**config.mk**
```make
export PLATFORM = sky130hd
export DESIGN_NAME = conv_mac_sequencer_flat
export DESIGN_NICKNAME = d
export VERILOG_FILES = /design/src/rtl/conv_mac_sequencer_pkg.sv /design/src/rtl/conv_mac_sequencer_if.sv /design/src/rtl/conv_mac_unit.sv /design/src/rtl/conv_mac_sequencer.sv /design/src/flat_wrapper.sv
export SDC_FILE = /design/constraint.sdc
export NUM_CORES = 1
export LEC_CHECK = 0
export CAP_MARGIN = 20
export CORE_MARGIN = 2
export CORE_UTILIZATION = 50
export CTS_CLUSTER_SIZE = 10
export DETAILED_ROUTE_END_ITERATION = 10
export GPL_TIMING_DRIVEN = 0
export PLACE_DENSITY = 0.72
export SKIP_CTS_REPAIR_TIMING = 1
export SLEW_MARGIN = 15
export SYNTH_ARGS = -nofsm -noshare
export SYNTH_HDL_FRONTEND = slang
export SYNTH_SLANG_ARGS = --single-unit
```
**constraint.sdc**
```tcl
create_clock -name clk -period 4.9 [get_ports clk]
set_input_delay 0.98 -clock clk [delete_from_list [all_inputs] [get_ports clk]]
set_output_delay 0.98 -clock clk [all_outputs]
set_load 0.01 [all_outputs]
```
**src/rtl/conv_mac_sequencer_pkg.sv**
```systemverilog
// Shared definitions for the convolution MAC sequencer: state encoding and
// the default operand-buffer geometry.
package conv_mac_sequencer_pkg;

    localparam int DATA_WIDTH   = 8;
    localparam int BUFFER_WIDTH = 2;

    typedef enum logic [1:0] {
        ST_IDLE = 2'd0,
        ST_ACC  = 2'd1,
        ST_DONE = 2'd2
    } state_t;

endpackage

```
**src/rtl/conv_mac_sequencer_if.sv**
```systemverilog
// Command, buffer-read and result-handshake signals of the MAC sequencer.
// master = sequencer side, slave = command source / buffer / result consumer.
interface conv_mac_sequencer_if
    import conv_mac_sequencer_pkg::*;
#(
    parameter int DataWidth   = DATA_WIDTH,
    parameter int BufferWidth = BUFFER_WIDTH,
    parameter int AccWidth    = 2*DataWidth + BufferWidth
);
    logic                   start;
    logic [BufferWidth-1:0] BaseA;
    logic [BufferWidth-1:0] BaseB;
    logic [BufferWidth:0]   Len;
    logic [BufferWidth-1:0] R_Addr1;
    logic [BufferWidth-1:0] R_Addr2;
    logic [DataWidth-1:0]   DataIn1;
    logic [DataWidth-1:0]   DataIn2;
    logic                   busy;
    logic                   out_valid;
    logic                   out_ready;
    logic [AccWidth-1:0]    Result;

    modport master (
        input  start, BaseA, BaseB, Len, DataIn1, DataIn2, out_ready,
        output R_Addr1, R_Addr2, busy, out_valid, Result
    );

    modport slave (
        output start, BaseA, BaseB, Len, DataIn1, DataIn2, out_ready,
        input  R_Addr1, R_Addr2, busy, out_valid, Result
    );

endinterface

```
**src/rtl/conv_mac_unit.sv**
```systemverilog
// Signed multiply-accumulate: combinational full-precision product,
// sign-extended and added into a registered accumulator with clear/enable.
module conv_mac_unit #(
    parameter int DataWidth = 8,
    parameter int AccWidth  = 18
) (
    input  logic                        clk,
    input  logic                        rst,
    input  logic                        i_clear,
    input  logic                        i_en,
    input  logic signed [DataWidth-1:0] i_a,
    input  logic signed [DataWidth-1:0] i_b,
    output logic signed [AccWidth-1:0]  o_acc
);

    logic signed [2*DataWidth-1:0] w_prod;
    logic signed [AccWidth-1:0]    w_prod_ext;
    logic signed [AccWidth-1:0]    r_acc;

    assign w_prod     = i_a * i_b;
    assign w_prod_ext = {{(AccWidth-2*DataWidth){w_prod[2*DataWidth-1]}}, w_prod};

    always_ff @(posedge clk or posedge rst) begin
        if (rst) begin
            r_acc <= '0;
        end else if (i_clear) begin
            r_acc <= '0;
        end else if (i_en) begin
            r_acc <= r_acc + w_prod_ext;
        end
    end

    assign o_acc = r_acc;

endmodule

```
**src/rtl/conv_mac_sequencer.sv**
```systemverilog
// Walks two read addresses of the operand buffer over a Len-tap window,
// accumulates the signed products and offers the sum on a valid/ready port.
module conv_mac_sequencer
    import conv_mac_sequencer_pkg::*;
#(
    parameter int DataWidth   = DATA_WIDTH,
    parameter int BufferWidth = BUFFER_WIDTH,
    parameter int BufferSize  = 2**BufferWidth,
    parameter int AccWidth    = 2*DataWidth + BufferWidth
) (
    input  logic                 clk,
    input  logic                 aclr,
    input  logic                 clk_en,
    conv_mac_sequencer_if.master bus
);

    state_t                 r_state;
    state_t                 w_state_next;
    logic [BufferWidth:0]   r_taps_left;
    logic [BufferWidth-1:0] r_addr1;
    logic [BufferWidth-1:0] r_addr2;
    logic [AccWidth-1:0]    r_result;
    logic                   r_out_valid;
    logic                   w_accept;
    logic                   w_clear;
    logic                   w_acc_en;
    logic signed [AccWidth-1:0] w_acc;

    assign w_accept = (r_state == ST_IDLE) && bus.start;
    assign w_clear  = clk_en && w_accept;
    assign w_acc_en = clk_en && (r_state == ST_ACC);

    conv_mac_unit #(
        .DataWidth(DataWidth),
        .AccWidth (AccWidth)
    ) u_mac (
        .clk    (clk),
        .rst    (aclr),
        .i_clear(w_clear),
        .i_en   (w_acc_en),
        .i_a    (bus.DataIn1),
        .i_b    (bus.DataIn2),
        .o_acc  (w_acc)
    );

    always_ff @(posedge clk or posedge aclr) begin
        if (aclr) begin
            r_state <= ST_IDLE;
        end else if (clk_en) begin
            r_state <= w_state_next;
        end
    end

    always_comb begin
        w_state_next = r_state;
        case (r_state)
            ST_IDLE: begin
                if (bus.start) begin
                    w_state_next = (bus.Len == '0) ? ST_DONE : ST_ACC;
                end
            end
            ST_ACC: begin
                if (r_taps_left == (BufferWidth+1)'(1)) begin
                    w_state_next = ST_DONE;
                end
            end
            ST_DONE: begin
                if (r_out_valid && bus.out_ready) begin
                    w_state_next = ST_IDLE;
                end
            end
            default: w_state_next = ST_IDLE;
        endcase
    end

    // DONE spends its first cycle capturing the sum, so out_valid and Result
    // come from registers and Result survives the clear of the next start.
    always_ff @(posedge clk or posedge aclr) begin
        if (aclr) begin
            r_taps_left <= '0;
            r_addr1     <= '0;
            r_addr2     <= '0;
            r_result    <= '0;
            r_out_valid <= 1'b0;
        end else if (clk_en) begin
            case (r_state)
                ST_IDLE: begin
                    if (bus.start) begin
                        r_addr1     <= bus.BaseA;
                        r_addr2     <= bus.BaseB;
                        r_taps_left <= bus.Len;
                    end
                end
                ST_ACC: begin
                    r_addr1     <= BufferWidth'((int'(r_addr1) + 1) % BufferSize);
                    r_addr2     <= BufferWidth'((int'(r_addr2) + 1) % BufferSize);
                    r_taps_left <= r_taps_left - (BufferWidth+1)'(1);
                end
                ST_DONE: begin
                    if (!r_out_valid) begin
                        r_out_valid <= 1'b1;
                        r_result    <= w_acc;
                    end else if (bus.out_ready) begin
                        r_out_valid <= 1'b0;
                    end
                end
                default: ;
            endcase
        end
    end

    assign bus.R_Addr1   = r_addr1;
    assign bus.R_Addr2   = r_addr2;
    assign bus.busy      = (r_state != ST_IDLE);
    assign bus.out_valid = r_out_valid;
    assign bus.Result    = r_result;

endmodule

```
**src/flat_wrapper.sv**
```systemverilog
// flat-port wrapper written by rule: the top's interface ports become plain ports
module conv_mac_sequencer_flat import conv_mac_sequencer_pkg::*;
#(
    parameter int DataWidth   = DATA_WIDTH,
    parameter int BufferWidth = BUFFER_WIDTH,
    parameter int BufferSize  = 2**BufferWidth,
    parameter int AccWidth    = 2*DataWidth + BufferWidth
)
  (clk, aclr, clk_en, bus_start, bus_BaseA, bus_BaseB, bus_Len, bus_DataIn1, bus_DataIn2, bus_out_ready, bus_R_Addr1, bus_R_Addr2, bus_busy, bus_out_valid, bus_Result);
  conv_mac_sequencer_if #(.DataWidth(DataWidth), .BufferWidth(BufferWidth), .AccWidth(AccWidth)) bus_i ();
  input  logic clk;
  input  logic aclr;
  input  logic clk_en;
  input wire logic [$bits(bus_i.start)-1:0] bus_start;
  input wire logic [$bits(bus_i.BaseA)-1:0] bus_BaseA;
  input wire logic [$bits(bus_i.BaseB)-1:0] bus_BaseB;
  input wire logic [$bits(bus_i.Len)-1:0] bus_Len;
  input wire logic [$bits(bus_i.DataIn1)-1:0] bus_DataIn1;
  input wire logic [$bits(bus_i.DataIn2)-1:0] bus_DataIn2;
  input wire logic [$bits(bus_i.out_ready)-1:0] bus_out_ready;
  output wire logic [$bits(bus_i.R_Addr1)-1:0] bus_R_Addr1;
  output wire logic [$bits(bus_i.R_Addr2)-1:0] bus_R_Addr2;
  output wire logic [$bits(bus_i.busy)-1:0] bus_busy;
  output wire logic [$bits(bus_i.out_valid)-1:0] bus_out_valid;
  output wire logic [$bits(bus_i.Result)-1:0] bus_Result;
  assign bus_i.start = bus_start;
  assign bus_i.BaseA = bus_BaseA;
  assign bus_i.BaseB = bus_BaseB;
  assign bus_i.Len = bus_Len;
  assign bus_i.DataIn1 = bus_DataIn1;
  assign bus_i.DataIn2 = bus_DataIn2;
  assign bus_i.out_ready = bus_out_ready;
  assign bus_R_Addr1 = bus_i.R_Addr1;
  assign bus_R_Addr2 = bus_i.R_Addr2;
  assign bus_busy = bus_i.busy;
  assign bus_out_valid = bus_i.out_valid;
  assign bus_Result = bus_i.Result;
  conv_mac_sequencer #(.DataWidth(DataWidth), .BufferWidth(BufferWidth), .BufferSize(BufferSize), .AccWidth(AccWidth)) u_core (.clk(clk), .aclr(aclr), .clk_en(clk_en), .bus(bus_i));
endmodule
```
Word-level counts from Yosys, hierarchy flattened:

Index checks and enable logic that the tools add are counted.

* equal/unequal tests: 6
* add/sub/neg operators: 4
* reduce and logical (&&, ||, !) cells: 13
* multipliers: 1
* bitwise operators: 1
* muxes and demuxes: 15

Operators by type and width (count)
* two-way mux 18 bit: 2
* adder 18 x 16 -> 18 bit: 1
* multiplier 8 x 8 -> 16 bit: 1
* two-way mux 2 bit: 6
* one-hot mux 2 bit (2 select lines): 2
* one-hot mux 2 bit (3 select lines): 1
* one-hot mux 3 bit (2 select lines): 1
* AND reduction 3 bit: 2
* nonzero test 2 bit: 3
* adder 2 x 1 -> 2 bit (second input constant): 2
* logical AND 1 bit: 4
* inequality test 2 bit (second input constant): 2
* AND reduction 4 bit: 1
* == test 3 x 1 -> 1 bit (second input constant): 1
* logical NOT 3 bit: 1
* two-way mux 3 bit: 1
* subtractor 3 x 1 -> 3 bit (second input constant): 1
* == test 2 x 1 -> 1 bit (second input constant): 1
* == test 2 bit (second input constant): 1
* logical NOT 2 bit: 1
* two-way mux 1 bit: 2
* inequality test 2 x 1 -> 1 bit (second input constant): 1
* AND reduction 2 bit: 1
* inverter 1 bit: 1

* bits of input ports: 28
* output and inout bits: 24
* register bits: 46

Longest topological paths before layout:

* depth in word-level cells: 4
* gate-level depth with buffers: 20

Hierarchy:

From an unflattened synthesis, not the netlist that was laid out.

* cell total of the unflattened synthesis: 504
* area total of the unflattened synthesis: 5363.9 µm²

Modules (own cells, without submodules)
* conv_mac_unit: cells an instance 406, times used 1, area an instance 4030.1 µm², sequential area each 450.4 µm²
* conv_mac_sequencer: cells an instance 98, times used 1, area an instance 1333.8 µm², sequential area each 700.7 µm²

Worst setup path after synthesis:

OpenSTA, ideal clock, no wires.

* path kind: in2reg
* start point: in bus_DataIn2[0]
* end point: reg u_core.u_mac.r_acc[14], in the netlist u_core.u_mac.o_acc[14]
* path slack: -0.559 ns
* stages: 16
* path buffers: 0
* library setup time: 0.121 ns
* arrival: 5.338 ns
* required time: 4.779 ns
* cells stage by stage: and2_1 > inv_1 > fa_1 > inv_1 > fa_1 > fa_1 > fa_1 > fa_1 > ha_1 > a21o_1 > a21oi_1 > a21boi_2 > o21bai_1 > nand2_1 > xor2_1 > a22o_1

* word-level cells in the longest chain between the ends: 4

RTL lines
* from (decl): RTL line flat_wrapper.sv:19 `input wire logic [$bits(bus_i.DataIn2)-1:0] bus_DataIn2;`
* multiplier 8 x 8 -> 16 bit: RTL line conv_mac_unit.sv:20 `assign w_prod = i_a * i_b;`
* adder 18 x 16 -> 18 bit: RTL line conv_mac_unit.sv:29 `r_acc <= r_acc + w_prod_ext;`
* two-way mux 18 bit: RTL line conv_mac_unit.sv:28 `end else if (i_en) begin`
* two-way mux 18 bit: RTL line conv_mac_unit.sv:26 `end else if (i_clear) begin`
* to (signal assigned): RTL line conv_mac_unit.sv:29
* to (decl): RTL line conv_mac_unit.sv:18 `logic signed [AccWidth-1:0] r_acc;`

Every way passes these cells. The select of a mux whose other input is x is not followed.
A chain may end at the register's enable or synchronous reset.

Worst setup path after layout:

* start point: in bus_DataIn2[0]
* end point: reg u_core.u_mac.r_acc[17], in the netlist u_core.u_mac.o_acc[17]

Same word-level chain as after synthesis.

==> metrics <==
FP Rows=36; post-synthesis cell area=5070 µm²; number of maximum-capacitance violations=0; power density over the cells=750 nW/µm²; net total in the final layout=715; total DRC errors in the routed layout=0; clock latency on the worst-skew pair=0.29 ns; fraction of power spent switching nets=0.465; met2 layer usage reported by global route=0.368; number of distinct standard cells referenced by the synthesized netlist=41; P_leak=3.01 nW; count of nets left with antenna violations after detail routing=0; cells along the critical path=buf_12, and2_4, buf_12, fa_1, fa_1, fa_1, fa_1, ha_1, ha_4, o211ai_1, a21oi_2, o21ai_4, a31oi_4, xnor2_2, a21oi_1, o22ai_1; number of slew-limit violations in the final report=0; cell type of the slowest stage on the worst timing path=sky130_fd_sc_hd__fa_1; Die Width=105 µm; worst hold path class=reg -> reg; type of element launching the critical path=primary input; Clock Sinks=46; gr ovfl total=0; share of the yosys chip area belonging to registers=0.227; Data required, critical path=5.11 ns; path type of the worst setup path=in -> reg; fraction of layout cells with a size suffix above 1=0.217; placeable core area=9820 µm²; Worst Path Buf+Inv=2; hold path startpoint=u_core.r_taps_left[1]$_DFFE_PP0P_; TritonCTS clock tree=yes; number of global-route vias before repair=3931; worst-case vdd ir drop=0.682 mV; outcome=finished with violations; top cell type's share of synthesized area=0.316; slew at the pin closest to its max-slew limit=0.508 ns; Synth Net Count=644; total power=4.77 mW; maximum clock frequency=0.202 GHz; Slew HR=0.661; total number of H-tree levels=2; Gate Count Post-Synth=492; buffer type at the clock tree root=sky130_fd_sc_hd__clkbuf_8; met3 capacity usage during global routing=0.0250; EDFF count, synth=0; Sw Pwr=2.22 mW; weighted congestion at the end of routability-driven global placement=0.818; combinational fraction of design power=0.825; maximum number of pins on one net before global-route repair=38; Most used DFF post-synth=sky130_fd_sc_hd__dfrtp_1; busiest layer in global routing=met2; antenna violations before repair=0; cell taking the most area after synthesis=sky130_fd_sc_hd__fa_1; asr flop ratio synth=1.00; initial detailed-routing violation count=100; cell repeated most along the worst path=sky130_fd_sc_hd__fa_1; final wirelength=10.7 mm; maximum net fanout on the critical path=10; post-DP HPWL=8.44 mm; minimum clock period after layout=4.94 ns; worst flop-to-flop path startpoint=u_core.u_mac.o_acc[4]$_DFFE_PP0P_; total via count after detailed routing=3612; maximum clock skew at final layout=0.00510 ns; maximum clock insertion buffer count=2; Layout area overhead=25.4%; Worst R2R Path Depth=19; clock-pin transition on the worst setup and hold timing paths=0.08 ns; Starting Density=0.517; endpoint kind of the worst setup timing path=register; worst hold path cell count=2; 1st-pass router iterations=4; failing checks=setup timing; Clk pwr share=0.046; first-pass GRT wire length=18.5 mm; Power Internal=2.55 mW; Crit path max-delay family=adder cells; top area cells in the synthesized netlist=sky130_fd_sc_hd__fa_1, sky130_fd_sc_hd__dfrtp_1, sky130_fd_sc_hd__ha_1, sky130_fd_sc_hd__inv_1, sky130_fd_sc_hd__mux2_2; setup repair after global routing missed its margin=yes; final setup violation count=1; part of the total power dissipated in sequential elements=0.129; area enclosed by the die boundary=11000 µm²; average vias per placed instance=5.19; diodes inserted=0; Endpoint, Worst Hold=u_core.r_taps_left[1]$_DFFE_PP0P_; post-route fraction of the period consumed by the critical path=1.01; met1 demand-to-capacity share in global routing=0.274; arrival time worst endpoint=5.15 ns; PortBufs=50; number of buffers created by CTS=5; Warnings, synthesis=0; Final WS setup=-0.0400 ns; Setup TNS Final=-0.0400 ns; worst r2r dst=u_core.u_mac.o_acc[16]$_DFFE_PP0P_; Routed wire per std cell=15.4 µm; hold violation count in the final report=0; synthesized flop and latch total=46; global-route usage over all layers=0.207; mean area per synthesized cell=10.3 µm²; number of top-level design ports=52; Critical Path Max Stage Delay=0.53 ns; die outline height=105 µm; setup slack, reg-to-reg=0.36 ns
-- flip-flops by register name, indices dropped and copies added, names as in the netlist --
signal                count
u_core.u_mac.o_acc       18
u_core.bus.out_valid      1
u_core.bus.R_Addr1        2
u_core.bus.R_Addr2        2
u_core.bus.Result        18
u_core.r_taps_left        3
u_core.r_state            2
-- cells by family (layout without fill, tap and decap cells) --
logic type                 Yosys count  count (layout)  synth area share
AOI/OAI and AO/OA                   68              68            0.0833
xor gates and xnor gates            18              18            0.0311
adders and majority gates          124             124             0.424
buffers and inverters              101             172            0.0779
DFF                                 46              46             0.227
muxes                               20              20            0.0444
and+or+nand+nor                    115             115             0.112
-- worst max-delay path by stage --
stage,startpoint,to,slack (ns),depth (start not counted)
2_1_floorplan,bus_DataIn1[7],u_core.u_mac.o_acc[16]$_DFFE_PP0P_,-0.07,15
3_3_place_gp,bus_DataIn2[0],u_core.u_mac.o_acc[17]$_DFFE_PP0P_,-1.11,17
3_5_place_dp,bus_DataIn2[0],u_core.u_mac.o_acc[17]$_DFFE_PP0P_,-1.18,17
4_1_cts,bus_DataIn2[0],u_core.u_mac.o_acc[17]$_DFFE_PP0P_,-0.88,17
5_1_grt,bus_DataIn1[6],u_core.u_mac.o_acc[16]$_DFFE_PP0P_,-0.17,18
6_report,bus_DataIn2[0],u_core.u_mac.o_acc[17]$_DFFE_PP0P_,-0.04,16
-- placed cells by master (no fill, tap or decap), types with 3 or more instances in the layout --
cell,netlist,routed
sky130_fd_sc_hd__ha_1,44,28
sky130_fd_sc_hd__buf_4,0,15
sky130_fd_sc_hd__xor2_1,6,6
sky130_fd_sc_hd__inv_1,91,85
sky130_fd_sc_hd__nor2_2,2,6
sky130_fd_sc_hd__nor3_1,5,5
sky130_fd_sc_hd__nand2b_1,4,3
sky130_fd_sc_hd__clkdlybuf4s50_1,0,35
sky130_fd_sc_hd__fa_2,0,4
sky130_fd_sc_hd__a22o_1,7,7
sky130_fd_sc_hd__fa_1,80,76
sky130_fd_sc_hd__xnor2_1,12,11
sky130_fd_sc_hd__clkbuf_4,0,3
sky130_fd_sc_hd__and2_1,32,30
sky130_fd_sc_hd__clkbuf_8,0,5
sky130_fd_sc_hd__nand2_1,44,38
sky130_fd_sc_hd__ha_4,0,16
sky130_fd_sc_hd__a21o_1,3,3
sky130_fd_sc_hd__dfrtp_1,46,46
sky130_fd_sc_hd__inv_2,0,6
sky130_fd_sc_hd__nand2_2,0,6
sky130_fd_sc_hd__buf_12,0,4
sky130_fd_sc_hd__mux2_2,20,20
sky130_fd_sc_hd__o21ai_0,25,20
sky130_fd_sc_hd__nor3b_1,3,3
sky130_fd_sc_hd__nor2_1,17,13
sky130_fd_sc_hd__a21oi_2,0,5
sky130_fd_sc_hd__a21oi_1,16,10
sky130_fd_sc_hd__clkbuf_1,6,5
sky130_fd_sc_hd__o21ai_1,1,3
sky130_fd_sc_hd__buf_6,2,7
-- Yosys cell counts (2+ instances only) --
| cell type | instances |
|---|---|
| sky130_fd_sc_hd__a211oi_1 | 2 |
| sky130_fd_sc_hd__a21o_1 | 3 |
| sky130_fd_sc_hd__a21oi_1 | 16 |
| sky130_fd_sc_hd__a22o_1 | 7 |
| sky130_fd_sc_hd__a31oi_1 | 2 |
| sky130_fd_sc_hd__and2_1 | 32 |
| sky130_fd_sc_hd__buf_6 | 2 |
| sky130_fd_sc_hd__clkbuf_1 | 6 |
| sky130_fd_sc_hd__dfrtp_1 | 46 |
| sky130_fd_sc_hd__fa_1 | 80 |
| sky130_fd_sc_hd__ha_1 | 44 |
| sky130_fd_sc_hd__inv_1 | 91 |
| sky130_fd_sc_hd__mux2_2 | 20 |
| sky130_fd_sc_hd__nand2_1 | 44 |
| sky130_fd_sc_hd__nand2b_1 | 4 |
| sky130_fd_sc_hd__nand3b_1 | 2 |
| sky130_fd_sc_hd__nor2_1 | 17 |
| sky130_fd_sc_hd__nor2_2 | 2 |
| sky130_fd_sc_hd__nor3_1 | 5 |
| sky130_fd_sc_hd__nor3b_1 | 3 |
| sky130_fd_sc_hd__o211ai_1 | 2 |
| sky130_fd_sc_hd__o21ai_0 | 25 |
| sky130_fd_sc_hd__o21bai_1 | 3 |
| sky130_fd_sc_hd__xnor2_1 | 12 |
| sky130_fd_sc_hd__xor2_1 | 6 |
-- stage by stage --
step	cell area (µm²)	setup WS, ns	instances	hold WS (ns)	utilization
2_1_floorplan	5180	-0.0699	492	0.450	-
3_3_place_gp	5850	-1.11	675	0.474	0.595
3_5_place_dp	5870	-1.18	676	0.484	0.597
4_1_cts	5950	-0.875	683	0.502	0.606
5_1_grt	6370	-0.171	696	0.534	0.648
6_report	6370	-0.0400	696	0.495	0.648
-- final cells by class --
| type | count | area (µm²) |
|---|---|---|
| multi-input combinational | 345 | 3910 |
| inverter | 92 | 349 |
| timing repair buffer | 64 | 642 |
| clock buffer | 5 | 68.8 |
| sequential | 46 | 1150 |
| clock inverter | 2 | 10.0 |
| tap | 133 | 166 |
| buffer | 9 | 71.3 |
| fill | 804 | 3450 |
-- tightest hold or removal path, cell delays in order, from the launching register on --
cell and delay [ns]:
sky130_fd_sc_hd__dfrtp_1 0.34, sky130_fd_sc_hd__nand2_1 0.04, sky130_fd_sc_hd__o21ai_0 0.07
-- per-layer routing --
layer | routed length (µm) | up-vias
met5 | 0 | -
met1 | 4590 | 1853
met3 | 219 | 16
li1 | - | 1685
met4 | 178 | 0
met2 | 5700 | 58
-- power by group through the flow --
stage / Clock (mW) / Sequential, mW / Combinational, mW
floorplan: 0 / 0.616 / 2.38
detailed placement: 0 / 0.622 / 3.11
global route: 0.238 / 0.632 / 4.38
CTS: 0.226 / 0.615 / 3.13
global placement: 0 / 0.616 / 3.00
finish: 0.220 / 0.614 / 3.94
No activity file was read; power rests on OpenSTA's default activity.
